File: src/rtl/multicycle_control_pkg.sv
// Shared definitions for the multicycle control unit.
//   - RV32 opcode constants for the supported instruction classes
//   - 4-bit ALU operation codes (base set plus the extended set)
//   - FSM state enum and trap-cause enum
package multicycle_control_pkg;

  localparam logic [6:0] OP_RTYPE  = 7'b0110011;
  localparam logic [6:0] OP_ITYPE  = 7'b0010011;
  localparam logic [6:0] OP_LOAD   = 7'b0000011;
  localparam logic [6:0] OP_STORE  = 7'b0100011;
  localparam logic [6:0] OP_BRANCH = 7'b1100011;

  // funct7 pattern selecting SUB (R-type) and SRA (extended shifts)
  localparam logic [6:0] FUNCT7_ALT = 7'b0100000;

  localparam logic [3:0] ALU_AND  = 4'b0000;
  localparam logic [3:0] ALU_OR   = 4'b0001;
  localparam logic [3:0] ALU_ADD  = 4'b0010;
  localparam logic [3:0] ALU_SUB  = 4'b0110;
  localparam logic [3:0] ALU_SLT  = 4'b0111;
  localparam logic [3:0] ALU_XOR  = 4'b0011;
  localparam logic [3:0] ALU_SLL  = 4'b0100;
  localparam logic [3:0] ALU_SRL  = 4'b0101;
  localparam logic [3:0] ALU_SRA  = 4'b1000;
  localparam logic [3:0] ALU_SLTU = 4'b1001;

  typedef enum logic [2:0] {
    ST_FETCH     = 3'd0,
    ST_DECODE    = 3'd1,
    ST_EXECUTE   = 3'd2,
    ST_MEM       = 3'd3,
    ST_WRITEBACK = 3'd4,
    ST_TRAP      = 3'd5
  } state_t;

  typedef enum logic [1:0] {
    TC_NONE    = 2'b00,
    TC_ILLEGAL = 2'b01,
    TC_TIMEOUT = 2'b10
  } trap_cause_t;

endpackage

File: src/rtl/mc_alu_decode.sv
// Combinational opcode / funct decode for the multicycle control unit.
// Ports:
//   i_opcode, i_funct3, i_funct7 : instruction fields
//   i_zero                       : ALU zero flag (branch resolution)
//   o_legal                      : opcode belongs to a supported class
//   o_is_load/o_is_store/o_is_branch : instruction class
//   o_alu_src                    : 1 = immediate operand
//   o_branch_taken               : beq/bne condition satisfied
//   o_alu_ctl                    : ALU operation for the EXECUTE state
// Optional feature: define MC_EXT_ALU_EN to decode XOR/SLTU/SLL/SRL/SRA;
// otherwise those funct3 values fall back to ADD.
module mc_alu_decode
  import multicycle_control_pkg::*;
(
  input  logic [6:0] i_opcode,
  input  logic [2:0] i_funct3,
  input  logic [6:0] i_funct7,
  input  logic       i_zero,
  output logic       o_legal,
  output logic       o_is_load,
  output logic       o_is_store,
  output logic       o_is_branch,
  output logic       o_alu_src,
  output logic       o_branch_taken,
  output logic [3:0] o_alu_ctl
);

  logic w_alt;
  assign w_alt = (i_funct7 == FUNCT7_ALT);

  // Shared R/I arithmetic decode; SUB only exists for R-type, since the
  // I-type funct7 bits are part of the immediate.
  function automatic logic [3:0] arith_ctl(input logic [2:0] f3,
                                           input logic       alt,
                                           input logic       is_r);
    logic [3:0] ctl;
    ctl = ALU_ADD;
    case (f3)
      3'b000:  ctl = (is_r && alt) ? ALU_SUB : ALU_ADD;
      3'b111:  ctl = ALU_AND;
      3'b110:  ctl = ALU_OR;
      3'b010:  ctl = ALU_SLT;
`ifdef MC_EXT_ALU_EN
      3'b100:  ctl = ALU_XOR;
      3'b011:  ctl = ALU_SLTU;
      3'b001:  ctl = ALU_SLL;
      3'b101:  ctl = alt ? ALU_SRA : ALU_SRL;
`endif
      default: ctl = ALU_ADD;
    endcase
    return ctl;
  endfunction

  always_comb begin
    o_legal        = 1'b0;
    o_is_load      = 1'b0;
    o_is_store     = 1'b0;
    o_is_branch    = 1'b0;
    o_alu_src      = 1'b0;
    o_branch_taken = 1'b0;
    o_alu_ctl      = ALU_ADD;
    case (i_opcode)
      OP_RTYPE: begin
        o_legal   = 1'b1;
        o_alu_ctl = arith_ctl(i_funct3, w_alt, 1'b1);
      end
      OP_ITYPE: begin
        o_legal   = 1'b1;
        o_alu_src = 1'b1;
        o_alu_ctl = arith_ctl(i_funct3, w_alt, 1'b0);
      end
      OP_LOAD: begin
        o_legal   = 1'b1;
        o_is_load = 1'b1;
        o_alu_src = 1'b1;
      end
      OP_STORE: begin
        o_legal    = 1'b1;
        o_is_store = 1'b1;
        o_alu_src  = 1'b1;
      end
      OP_BRANCH: begin
        o_legal        = 1'b1;
        o_is_branch    = 1'b1;
        o_alu_ctl      = ALU_SUB;
        o_branch_taken = ((i_funct3 == 3'b000) &&  i_zero) ||
                         ((i_funct3 == 3'b001) && !i_zero);
      end
      default: ;
    endcase
  end

endmodule

File: src/rtl/multicycle_control.sv
// Multicycle control FSM: FETCH -> DECODE -> EXECUTE -> (MEM) -> (WRITEBACK),
// with a TRAP state for illegal opcodes and memory-wait timeouts.
// Ports:
//   clk, rst         : clock, synchronous active-high reset
//   instr            : instruction register contents
//   mem_ready, zero  : memory completion, ALU zero flag
//   mem_req, mem_we, iord, ir_write, pc_write, pc_src, reg_write,
//   mem_to_reg, alu_src, alu_ctl : combinational datapath controls
//   state            : current FSM state (registered)
//   trap, trap_cause : registered trap status
// Parameters: TIMEOUT_W (wait counter width), TIMEOUT_MAX (wait cycles
// before a timeout trap, must fit in TIMEOUT_W bits).
// Optional feature: MC_EXT_ALU_EN enables the extended ALU decode.
//
// Memory handshake: mem_req is raised in FETCH and MEM and held until a
// cycle with mem_ready=1 completes the request (controls for that cycle
// already reflect completion), or until the wait counter expires. The
// request is never withdrawn otherwise; mem_ready is ignored when mem_req=0.
module multicycle_control
  import multicycle_control_pkg::*;
#(
  parameter int TIMEOUT_W   = 8,
  parameter int TIMEOUT_MAX = 255
) (
  input  logic        clk,
  input  logic        rst,
  input  logic [31:0] instr,
  input  logic        mem_ready,
  input  logic        zero,
  output logic        mem_req,
  output logic        mem_we,
  output logic        iord,
  output logic        ir_write,
  output logic        pc_write,
  output logic        pc_src,
  output logic        reg_write,
  output logic        mem_to_reg,
  output logic        alu_src,
  output logic [3:0]  alu_ctl,
  output logic [2:0]  state,
  output logic        trap,
  output logic [1:0]  trap_cause
);

  state_t                r_state;
  logic [TIMEOUT_W-1:0]  r_wait_cnt;
  logic                  r_trap;
  trap_cause_t           r_trap_cause;

  logic       w_legal;
  logic       w_is_load;
  logic       w_is_store;
  logic       w_is_branch;
  logic       w_alu_src;
  logic       w_branch_taken;
  logic [3:0] w_alu_ctl;
  logic       w_timeout;
  logic       w_unused_instr_bits;

  // Register-number and immediate bits are irrelevant to control.
  assign w_unused_instr_bits = ^{instr[24:15], instr[11:7]};

  mc_alu_decode u_decode (
    .i_opcode       (instr[6:0]),
    .i_funct3       (instr[14:12]),
    .i_funct7       (instr[31:25]),
    .i_zero         (zero),
    .o_legal        (w_legal),
    .o_is_load      (w_is_load),
    .o_is_store     (w_is_store),
    .o_is_branch    (w_is_branch),
    .o_alu_src      (w_alu_src),
    .o_branch_taken (w_branch_taken),
    .o_alu_ctl      (w_alu_ctl)
  );

  // Completion in the same cycle beats the timeout.
  assign w_timeout = mem_req && !mem_ready &&
                     (r_wait_cnt == TIMEOUT_W'(TIMEOUT_MAX));

  always_comb begin
    mem_req    = 1'b0;
    mem_we     = 1'b0;
    iord       = 1'b0;
    ir_write   = 1'b0;
    pc_write   = 1'b0;
    pc_src     = 1'b0;
    reg_write  = 1'b0;
    mem_to_reg = 1'b0;
    alu_src    = 1'b0;
    alu_ctl    = ALU_ADD;
    case (r_state)
      ST_FETCH: begin
        mem_req  = 1'b1;
        ir_write = mem_ready;
        pc_write = mem_ready;
      end
      ST_EXECUTE: begin
        alu_src  = w_alu_src;
        alu_ctl  = w_alu_ctl;
        pc_write = w_is_branch && w_branch_taken;
        pc_src   = w_is_branch && w_branch_taken;
      end
      ST_MEM: begin
        mem_req = 1'b1;
        iord    = 1'b1;
        mem_we  = w_is_store;
      end
      ST_WRITEBACK: begin
        reg_write  = 1'b1;
        mem_to_reg = w_is_load;
      end
      default: ;
    endcase
  end

  // Wait counter defaults to clear; it only counts while a request is
  // stalled and no state change happens.
  always_ff @(posedge clk) begin
    if (rst) begin
      r_state      <= ST_FETCH;
      r_wait_cnt   <= '0;
      r_trap       <= 1'b0;
      r_trap_cause <= TC_NONE;
    end else begin
      r_wait_cnt <= '0;
      case (r_state)
        ST_FETCH: begin
          if (mem_ready) begin
            r_state <= ST_DECODE;
          end else if (w_timeout) begin
            r_state      <= ST_TRAP;
            r_trap       <= 1'b1;
            r_trap_cause <= TC_TIMEOUT;
          end else begin
            r_wait_cnt <= r_wait_cnt + TIMEOUT_W'(1);
          end
        end
        ST_DECODE: begin
          if (w_legal) begin
            r_state <= ST_EXECUTE;
          end else begin
            r_state      <= ST_TRAP;
            r_trap       <= 1'b1;
            r_trap_cause <= TC_ILLEGAL;
          end
        end
        ST_EXECUTE: begin
          if (w_is_load || w_is_store) r_state <= ST_MEM;
          else if (w_is_branch)        r_state <= ST_FETCH;
          else                         r_state <= ST_WRITEBACK;
        end
        ST_MEM: begin
          if (mem_ready) begin
            r_state <= w_is_store ? ST_FETCH : ST_WRITEBACK;
          end else if (w_timeout) begin
            r_state      <= ST_TRAP;
            r_trap       <= 1'b1;
            r_trap_cause <= TC_TIMEOUT;
          end else begin
            r_wait_cnt <= r_wait_cnt + TIMEOUT_W'(1);
          end
        end
        ST_WRITEBACK: r_state <= ST_FETCH;
        ST_TRAP:      r_state <= ST_TRAP;
        default:      r_state <= ST_FETCH;
      endcase
    end
  end

  assign state      = r_state;
  assign trap       = r_trap;
  assign trap_cause = r_trap_cause;

endmodule

File: config.mk
export PLATFORM = sky130hd
export DESIGN_NAME = multicycle_control
export DESIGN_NICKNAME = d
export VERILOG_FILES = /design/src/rtl/multicycle_control_pkg.sv /design/src/rtl/mc_alu_decode.sv /design/src/rtl/multicycle_control.sv
export SDC_FILE = /design/constraint.sdc
export NUM_CORES = 1
export LEC_CHECK = 0
export ABC_AREA = 1
export BUFFER_PORTS_ARGS = -buffer_cell sky130_fd_sc_hd__clkbuf_2
export CAP_MARGIN = 20
export CORE_UTILIZATION = 42
export DETAILED_ROUTE_END_ITERATION = 8
export PLACE_DENSITY = 0.82
export SYNTH_ARGS = -nofsm -noshare
export SYNTH_HDL_FRONTEND = slang
export SYNTH_SLANG_ARGS = --single-unit
File: constraint.sdc
create_clock -name clk -period 1.5 [get_ports clk]
set_input_delay 0.225 -clock clk [delete_from_list [all_inputs] [get_ports clk]]
set_output_delay 0.225 -clock clk [all_outputs]
set_load 0.03 [all_outputs]
**Yosys cells after proc, flatten, opt, wreduce, memory -nomap -nowiden**

Cells that the tools add are included.

- Output and inout bits: 19
- Input bits: 36
- Logic and storage cells: 78
- Bits in registers: 14

- Reduce and logical (&&, ||, !) cells: 17
- Eq/ne operators: 19
- Bitwise gates (word level): 1
- Add/sub/neg operators: 1
- Mux-type cells: 36

Operators by type and width:

| cell | count |
|---|---|
| $mux 3 | 8 |
| $eq 7x6->1 const B | 3 |
| $mux 1 | 17 |
| $pmux 4 s4 | 1 |
| $pmux 3 s5 | 1 |
| $eq 3x3->1 const B | 4 |
| $pmux 4 s3 | 1 |
| $eq 3x2->1 const B | 3 |
| $pmux 3 s3 | 1 |
| $add 8x1->8 const B | 1 |
| $eq 8x8->1 const B | 1 |
| $eq 7x2->1 const B | 1 |
| $eq 7x5->1 const B | 1 |
| $eq 7x7->1 const B | 1 |
| $eq 3x1->1 const B | 2 |
| $logic_not 3->1 | 2 |
| $mux 2 | 3 |
| $logic_and 1x1->1 | 5 |
| $reduce_or 5->1 | 1 |
| $mux 4 | 1 |
| $ne 2x2->1 const B | 2 |
| $pmux 1 s2 | 2 |
| $pmux 2 s2 | 1 |
| $reduce_and 4->1 | 1 |
| other kinds (8) | 10 |

**Longest topological paths before layout**

Gate-level depths: netlist of the first run.

- Word-level depth: 8
- Mapped depth: 9
- Mapped depth without buffers: 9

**Hierarchy**

Synthesis of the first run repeated with hierarchy kept, for this count alone.

- Cells, all modules: 156
- Area total of the unflattened synthesis: 999.7 um^2

By module, submodules not included:

| module | times used | sequential area each (um^2) | cells an instance | area each (um^2) |
|---|---|---|---|---|
| multicycle_control | 1 | 280.3 | 103 | 764.5 |
| mc_alu_decode | 1 | 0.0 | 53 | 235.2 |

**Least setup slack after synthesis of the first run**

OpenSTA, ideal clock, no wires.

- Path kind: register to output
- Start: register r_state[1], in the netlist state[1]
- End: output port alu_ctl[0]
- Data required time: 1275 ps
- Slack: -610 ps
- Stages on the path, launching flop included: 5
- Buffers on the path: 0
- Data arrival time: 1885 ps
- Cells stage by stage: dfxtp_1 > inv_2 > nor3_4 > nand2_1 > nor4_1

- Longest elaborated chain between the ends: 2

RTL lines:

| what | RTL line | text |
|---|---|---|
| start: declaration | multicycle_control.sv:45 | `state_t r_state;` |
| start signal: assignment | multicycle_control.sv:155 | `r_state <= w_is_store ? ST_FETCH : ST_WRITEBACK;` |
| $eq 3x2->1 | multicycle_control.sv:92 | `case (r_state)` |
| $mux 4 | multicycle_control.sv:92 |  |
| end: declaration | multicycle_control.sv:39 | `output logic [3:0] alu_ctl,` |

No other way between the ends.

**Worst setup path in the final report of the first run**

- Start: register r_state[0], in the netlist state[0]
- End: output port pc_write

- Longest elaborated chain between the ends: 2
- Elaborated cells between the ends (all ways): 3
- Those cells by class: 1 x eq/ne; 1 x mux; 1 x reduce/logical

RTL lines:

| what | RTL line | text |
|---|---|---|
| $eq 3x2->1 or $logic_not 3->1 (tied branches) | multicycle_control.sv:92 |  |
| $pmux 1 s2 (*) | multicycle_control.sv:92 |  |
| end: declaration | multicycle_control.sv:34 | `output logic pc_write,` |

Mark *: on every way between the ends. The rest lies on a longest branch, timed or not.

==> results of run 1 <==
path summary, 6_finish.rpt:
kind / to / slack, ns / cells after the start
worst max-delay path: pc_write / -0.25 / 4
worst min-delay path: trap_cause[1] / 0.16 / 2
worst max register to register: state[2] / -0.04 / 12
worst min register to register: trap_cause[0] / 0.46 / 2
cells by family (layout without fill, tap and decap cells):
group                    count (synthesis)  in the layout  share of synthesized area (%)
AND/OR/NAND/NOR                         82             82                           45.8
buffers and inverters                   28             83                           11.7
flip-flops                              14             14                           30.2
AO/OA/AOI/OAI                           11             11                           6.74
XOR/XNOR                                 4              4                           3.77
adder cells (fa/ha/maj)                  1              1                           1.35
other                                    1              1                          0.404
stage by stage:
step / total power [W] / util, % / setup WS (ns)
global placement: 0.000672 / 61.4 / 0.0732
finish: 0.00106 / 77.3 / -0.251
global route: 0.00110 / 77.3 / -0.280
CTS: 0.000994 / 73.5 / -0.223
detailed placement: 0.000682 / 61.4 / 0.0362
floorplan: 0.000595 / - / 0.0186
final cells by class:
type | count | area, um2 | share of cell area [%]
flip-flops and latches | 14 | 287 | 18.3
clock buffers | 4 | 36.3 | 2.32
well taps | 27 | 33.8 | 2.16
multi-input cells | 99 | 673 | 43.1
repair buffers | 52 | 424 | 27.1
inverters | 27 | 109 | 6.97
metal layers:
layer / share of wire [%] / wire [um]
met5: 0 / 0
met4: 11 / 410
met3: 9.6 / 374
met2: 49 / 1910
met1: 31 / 1190
state kept, by name, summed over array words and instances (netlist names):
| name | cells |
|---|---|
| r_wait_cnt | 8 |
| state | 3 |
| trap_cause | 2 |
| trap | 1 |
Yosys cell counts:
master	n
clkinv_1	1
ha_1	1
inv_2	3
o21ai_1	1
nand2_2	1
inv_1	23
a21oi_2	1
nand3_2	4
nand2_4	2
dfxtp_1	14
nor2_4	1
nand3_1	9
nand4_2	1
xor2_1	4
nand4_1	3
nor2_2	2
nor2_1	22
nor3b_1	1
nor3_1	1
nor3_2	1
o22ai_1	1
nor3_4	1
nand2_1	29
conb_1	1
o21ai_0	1
o21bai_1	1
a21oi_1	6
nand3b_1	1
nor4_1	3
buf_4	1
power groups by stage:
stage,clock network [W],registers (W),logic [W]
after detailed placement,0,0.000416,0.000266
after CTS,0.000277,0.000407,0.000310
after global placement,0,0.000414,0.000258
final,0.000274,0.000412,0.000375
after floorplan,0,0.000442,0.000153
after global routing,0.000293,0.000413,0.000395
critical path: stages, from the launching register on:
cell	delay, ns
dfxtp_2	0.38
nor3_4	0.26
nand4_1	0.20
o22ai_2	0.20
clkbuf_8	0.20
repair_timing:
item	CTS	global route
setup endpoints to repair	11	25
setup buffers	8	1
pin swaps	7	6
gates resized for setup	34	22
hold buffers	0	0
==> impl_metrics.env, run 1 <==
export IMPL_first_pass_iters=5
export IMPL_drive_above_1_share_pct=48.5
export IMPL_place_gp_congestion=0.917
export IMPL_io_buffers=38
export IMPL_cp_data_arrival_time_ns=1.53
export IMPL_cts_inserted_buffers=3
export IMPL_wire_per_inst_um=17.4
export IMPL_fmax_mhz=571
export IMPL_grt_pass1_wl_um=5260
export IMPL_ant_nets=0
export IMPL_dp_hpwl_um=1980
export IMPL_root_buffer="clkbuf_4"
export IMPL_syn_inst=141
export IMPL_path_max_fanout=4
export IMPL_setup_tns_ns=-1.34
export IMPL_grt_pass1_vias=1198
export IMPL_setup_violations=11
export IMPL_crit_start="state[0]"
export IMPL_area_delta_synth_final_pct=68.3
export IMPL_crit_required_ns=1.27
export IMPL_cts_sinks=14
export IMPL_dpl_cell_area_um2=1240
export IMPL_hold_viol=0
export IMPL_pin_count=55
export IMPL_hp_class="input pin to flop"
export IMPL_cts_tree="yes"
export IMPL_grtUsageTotal_pct=29.0
export IMPL_globalRouteOverflowTotal=0
export IMPL_violations="setup timing"
export IMPL_grt_max_degree=9
export IMPL_route_detailed_drc=0
export IMPL_final_common_cell="clkbuf_2"
export IMPL_use_met2_pct=58.1
export IMPL_yosysWarnings=0
export IMPL_htree_levels=1
export IMPL_layout_common_cells="clkbuf_2, nand2_1, inv_1"
export IMPL_synth_largest_area_cell="dfxtp_1"
export IMPL_leakagePower_nw=0.741
export IMPL_rsz0062_at_grt="true"
export IMPL_dieArea_um2=2400
export IMPL_die_width_um=49.0
export IMPL_synth_avg_cell_area_um2=6.58
export IMPL_clk_pin_slew_worst_paths_ns=0.10
export IMPL_outcome="complete, but fails checks"
export IMPL_synth_area_leaders="dfxtp_1, nand2_1, inv_1"
export IMPL_synthesis_area_um2=928
export IMPL_drt_iter0_drc=85
export IMPL_use_met1_pct=27.2
export IMPL_die_h_um=49.0
export IMPL_rows=16
export IMPL_diodes=0
export IMPL_start_util_pct=45.9
export IMPL_placed_cells=210
export IMPL_max_cap_violations=0
export IMPL_power_switching_w=0.000394
export IMPL_vias=1272
export IMPL_synth_cell_types=30
export IMPL_r2r_start="state[1]"
export IMPL_hold_start="rst"
export IMPL_p_int_w=0.000667
export IMPL_fin_ws_ns=-0.251
export IMPL_fin_hold_ws_ns=0.163
export IMPL_maxSlewViolCount=0
export IMPL_seqPwrFrac_pct=38.8
export IMPL_synth_seq_cells=14
export IMPL_clockBufferDepth=2
export IMPL_fill_cells=116
export IMPL_synthesis_nets=178
export IMPL_combPwrFrac_pct=35.3
export IMPL_synth_top_area_share_pct=30.2
export IMPL_stdcell_count=223
export IMPL_layout_min_cycle_time_ns=1.75
export IMPL_power_density_nw_per_um2=679
export IMPL_use_met3_pct=4.36
export IMPL_fin_nets=234
export IMPL_core_area_um2=2020
export IMPL_antenna_found_initial=0
export IMPL_finalClockSkew_ns=0.0143
export IMPL_grt_busiest_layer="met2"
export IMPL_power_share_clock_pct=25.8
export IMPL_start_kind="flop"
export IMPL_design_area_um2=1560
export IMPL_path_class="flop to output port"
export IMPL_drt_wl_total_um=3890
export IMPL_endpoint_kind="output port"
export IMPL_finalCritPeriodShare_pct=117
export IMPL_clk_latency_ns=0.29
export IMPL_swShare_pct=37.1
export IMPL_irDropWorstVdd_uv=627
export IMPL_routed_via_density=5.70
export IMPL_synth_seq_area_share_pct=30.2
Power figures use the tool's default switching activity.
==> inputs of run 2 (changes only) <==
REMOVE_ABC_BUFFERS = 1   (was unset)
==> run 2 against run 1 <==
  * The flow still finishes with violations (setup timing)
  * Utilization fell by 5.4 points
  * Non-clock buffer count did not move
  * Fmax rose by 2.1%
  * Worst setup slack improved by 0.036 ns
  * Register-to-register slack improved by 0.07 ns
  * Critical path depth did not move
  * Hold slack got worse by 0.015 ns
  * Sequential power fell by 1%
  * Largest cell class unchanged
==> impl_metrics.env, run 2 (synthesis results as in run 1) <==
export IMPL_hold_start="rst"
export IMPL_cts_sinks=14
export IMPL_regMostFlops="r_wait_cnt"
export IMPL_irDropWorstVdd_uv=503
export IMPL_globalRouteOverflowTotal=0
export IMPL_fin_util_pct=71.9
export IMPL_final_common_cell="clkbuf_2"
export IMPL_root_buffer="clkbuf_4"
export IMPL_layout_common_cells="clkbuf_2, nand2_1, inv_1"
export IMPL_place_gp_congestion=0.911
export IMPL_reg2reg_to="state[2]"
export IMPL_largest_reg_flops=8
export IMPL_fin_hold_ws_ns=0.147
export IMPL_grt_pass1_wl_um=4590
export IMPL_max_cap_violations=0
export IMPL_fill_cells=127
export IMPL_register_area_um2=287
export IMPL_min_to="trap_cause[1]"
export IMPL_r2r_slack_ns=0.03
export IMPL_hp_class="input pin to flop"
export IMPL_leakagePower_nw=0.712
export IMPL_cts_hold_buf=0
export IMPL_routed_via_density=5.60
export IMPL_fin_ws_ns=-0.215
export IMPL_r2r_start="state[1]"
export IMPL_clk_pin_slew_worst_paths_ns=0.09
export IMPL_finalCritPeriodShare_pct=114
export IMPL_finalClockSkew_ns=0.00715
export IMPL_io_buffers=38
export IMPL_clk_latency_ns=0.28
export IMPL_htree_levels=1
export IMPL_grt_pass1_vias=1130
export IMPL_fmax_mhz=583
export IMPL_core_area_um2=2020
export IMPL_pin_count=55
export IMPL_antenna_found_initial=0
export IMPL_multi_input_area_um2=614
export IMPL_hold_viol=0
export IMPL_ant_nets=0
export IMPL_drt_iter0_drc=66
export IMPL_crit_required_ns=1.27
export IMPL_die_width_um=49.0
export IMPL_cts_tree="yes"
export IMPL_start_util_pct=45.9
export IMPL_grtUsageTotal_pct=24.1
export IMPL_power_density_nw_per_um2=709
export IMPL_path_max_fanout=3
export IMPL_grt_max_degree=9
export IMPL_dp_hpwl_um=1820
export IMPL_reg2reg_depth=12
export IMPL_route_detailed_drc=0
export IMPL_path_class="flop to output port"
export IMPL_dieArea_um2=2400
export IMPL_endpoint_kind="output port"
export IMPL_diodes=0
export IMPL_violations="setup timing"
export IMPL_drive_above_1_share_pct=45.9
export IMPL_wire_per_inst_um=15.4
export IMPL_layout_min_cycle_time_ns=1.72
export IMPL_area_delta_synth_final_pct=56.6
export IMPL_setup_violations=9
export IMPL_outcome="complete, but fails checks"
export IMPL_rsz0062_at_grt="true"
export IMPL_rows=16
export IMPL_fin_nets=234
export IMPL_cp_data_arrival_time_ns=1.49
export IMPL_clockBufferDepth=2
export IMPL_cts_inserted_buffers=3
export IMPL_die_h_um=49.0
export IMPL_start_kind="flop"
export IMPL_first_pass_iters=4
export IMPL_maxSlewViolCount=0
export IMPL_min_path_cells=2
export IMPL_vias=1249
export IMPL_drt_wl_total_um=3430
## run 2: cell count changes in the layout (fill, tap and decap cells not counted), sizes merged
cell and delta:
buf +5, clkbuf -5
## run 2: worst max-delay path by stage
stage	from	end	slack, ns	cells past startpoint
5_1_grt	state[0]	pc_write	-0.23	4
3_3_place_gp	instr[3]	mem_to_reg	0.05	7
6_report	state[0]	pc_write	-0.22	4
4_1_cts	state[1]	pc_write	-0.16	5
2_1_floorplan	state[1]	alu_ctl[0]	-0.61	4
3_5_place_dp	instr[3]	mem_to_reg	0.04	7
## run 2: cell type report
class	count	area share (%)
Multi-Input combinational cell	99	42.3
Timing Repair Buffer	52	25.9
Sequential cell	14	19.7
Inverter	27	7.31
Clock buffer	4	2.50
Tap cell	27	2.32
## run 2: power by group
group / internal [W] / switching, W / total [W]
Clock: 0.000148 / 0.000123 / 0.000270
Sequential: 0.000391 / 0.0000172 / 0.000408
Combinational: 0.000128 / 0.000224 / 0.000352
## run 2: stage by stage
| step | power [W] | cell area (um2) | instances | setup TNS (ns) | worst slack (ns) |
|---|---|---|---|---|---|
| global placement | 0.000656 | 1170 | 209 | 0 | 0.0492 |
| global route | 0.00107 | 1450 | 223 | -1.35 | -0.233 |
| CTS | 0.000968 | 1370 | 220 | -0.933 | -0.155 |
| finish | 0.00103 | 1450 | 223 | -0.895 | -0.215 |
| detailed placement | 0.000666 | 1170 | 209 | 0 | 0.0387 |
| floorplan | 0.000583 | 921 | 140 | -2.17 | -0.610 |
## run 2: layer usage
metal	wire, um	GRT usage, %	up-vias
met1	1120	24.7	566
met3	329	6.23	33
li1	-	-	560
met4	223	7.84	0
met5	0	0	-
met2	1750	46.8	90
## run 2: timing repair
action / in CTS / in global routing
endpoints found under the setup margin: 9 / 19
setup buffers: 7 / 3
pin swaps: 7 / 12
gates resized for setup: 30 / 25
cloned: 0 / 0
## run 2: worst max-delay path, cell delays in order, from the launching register on
cell and delay [ns]:
dfxtp_4 0.37, nor3_4 0.25, nand4_1 0.18, o22ai_1 0.21
buf_4 0.20
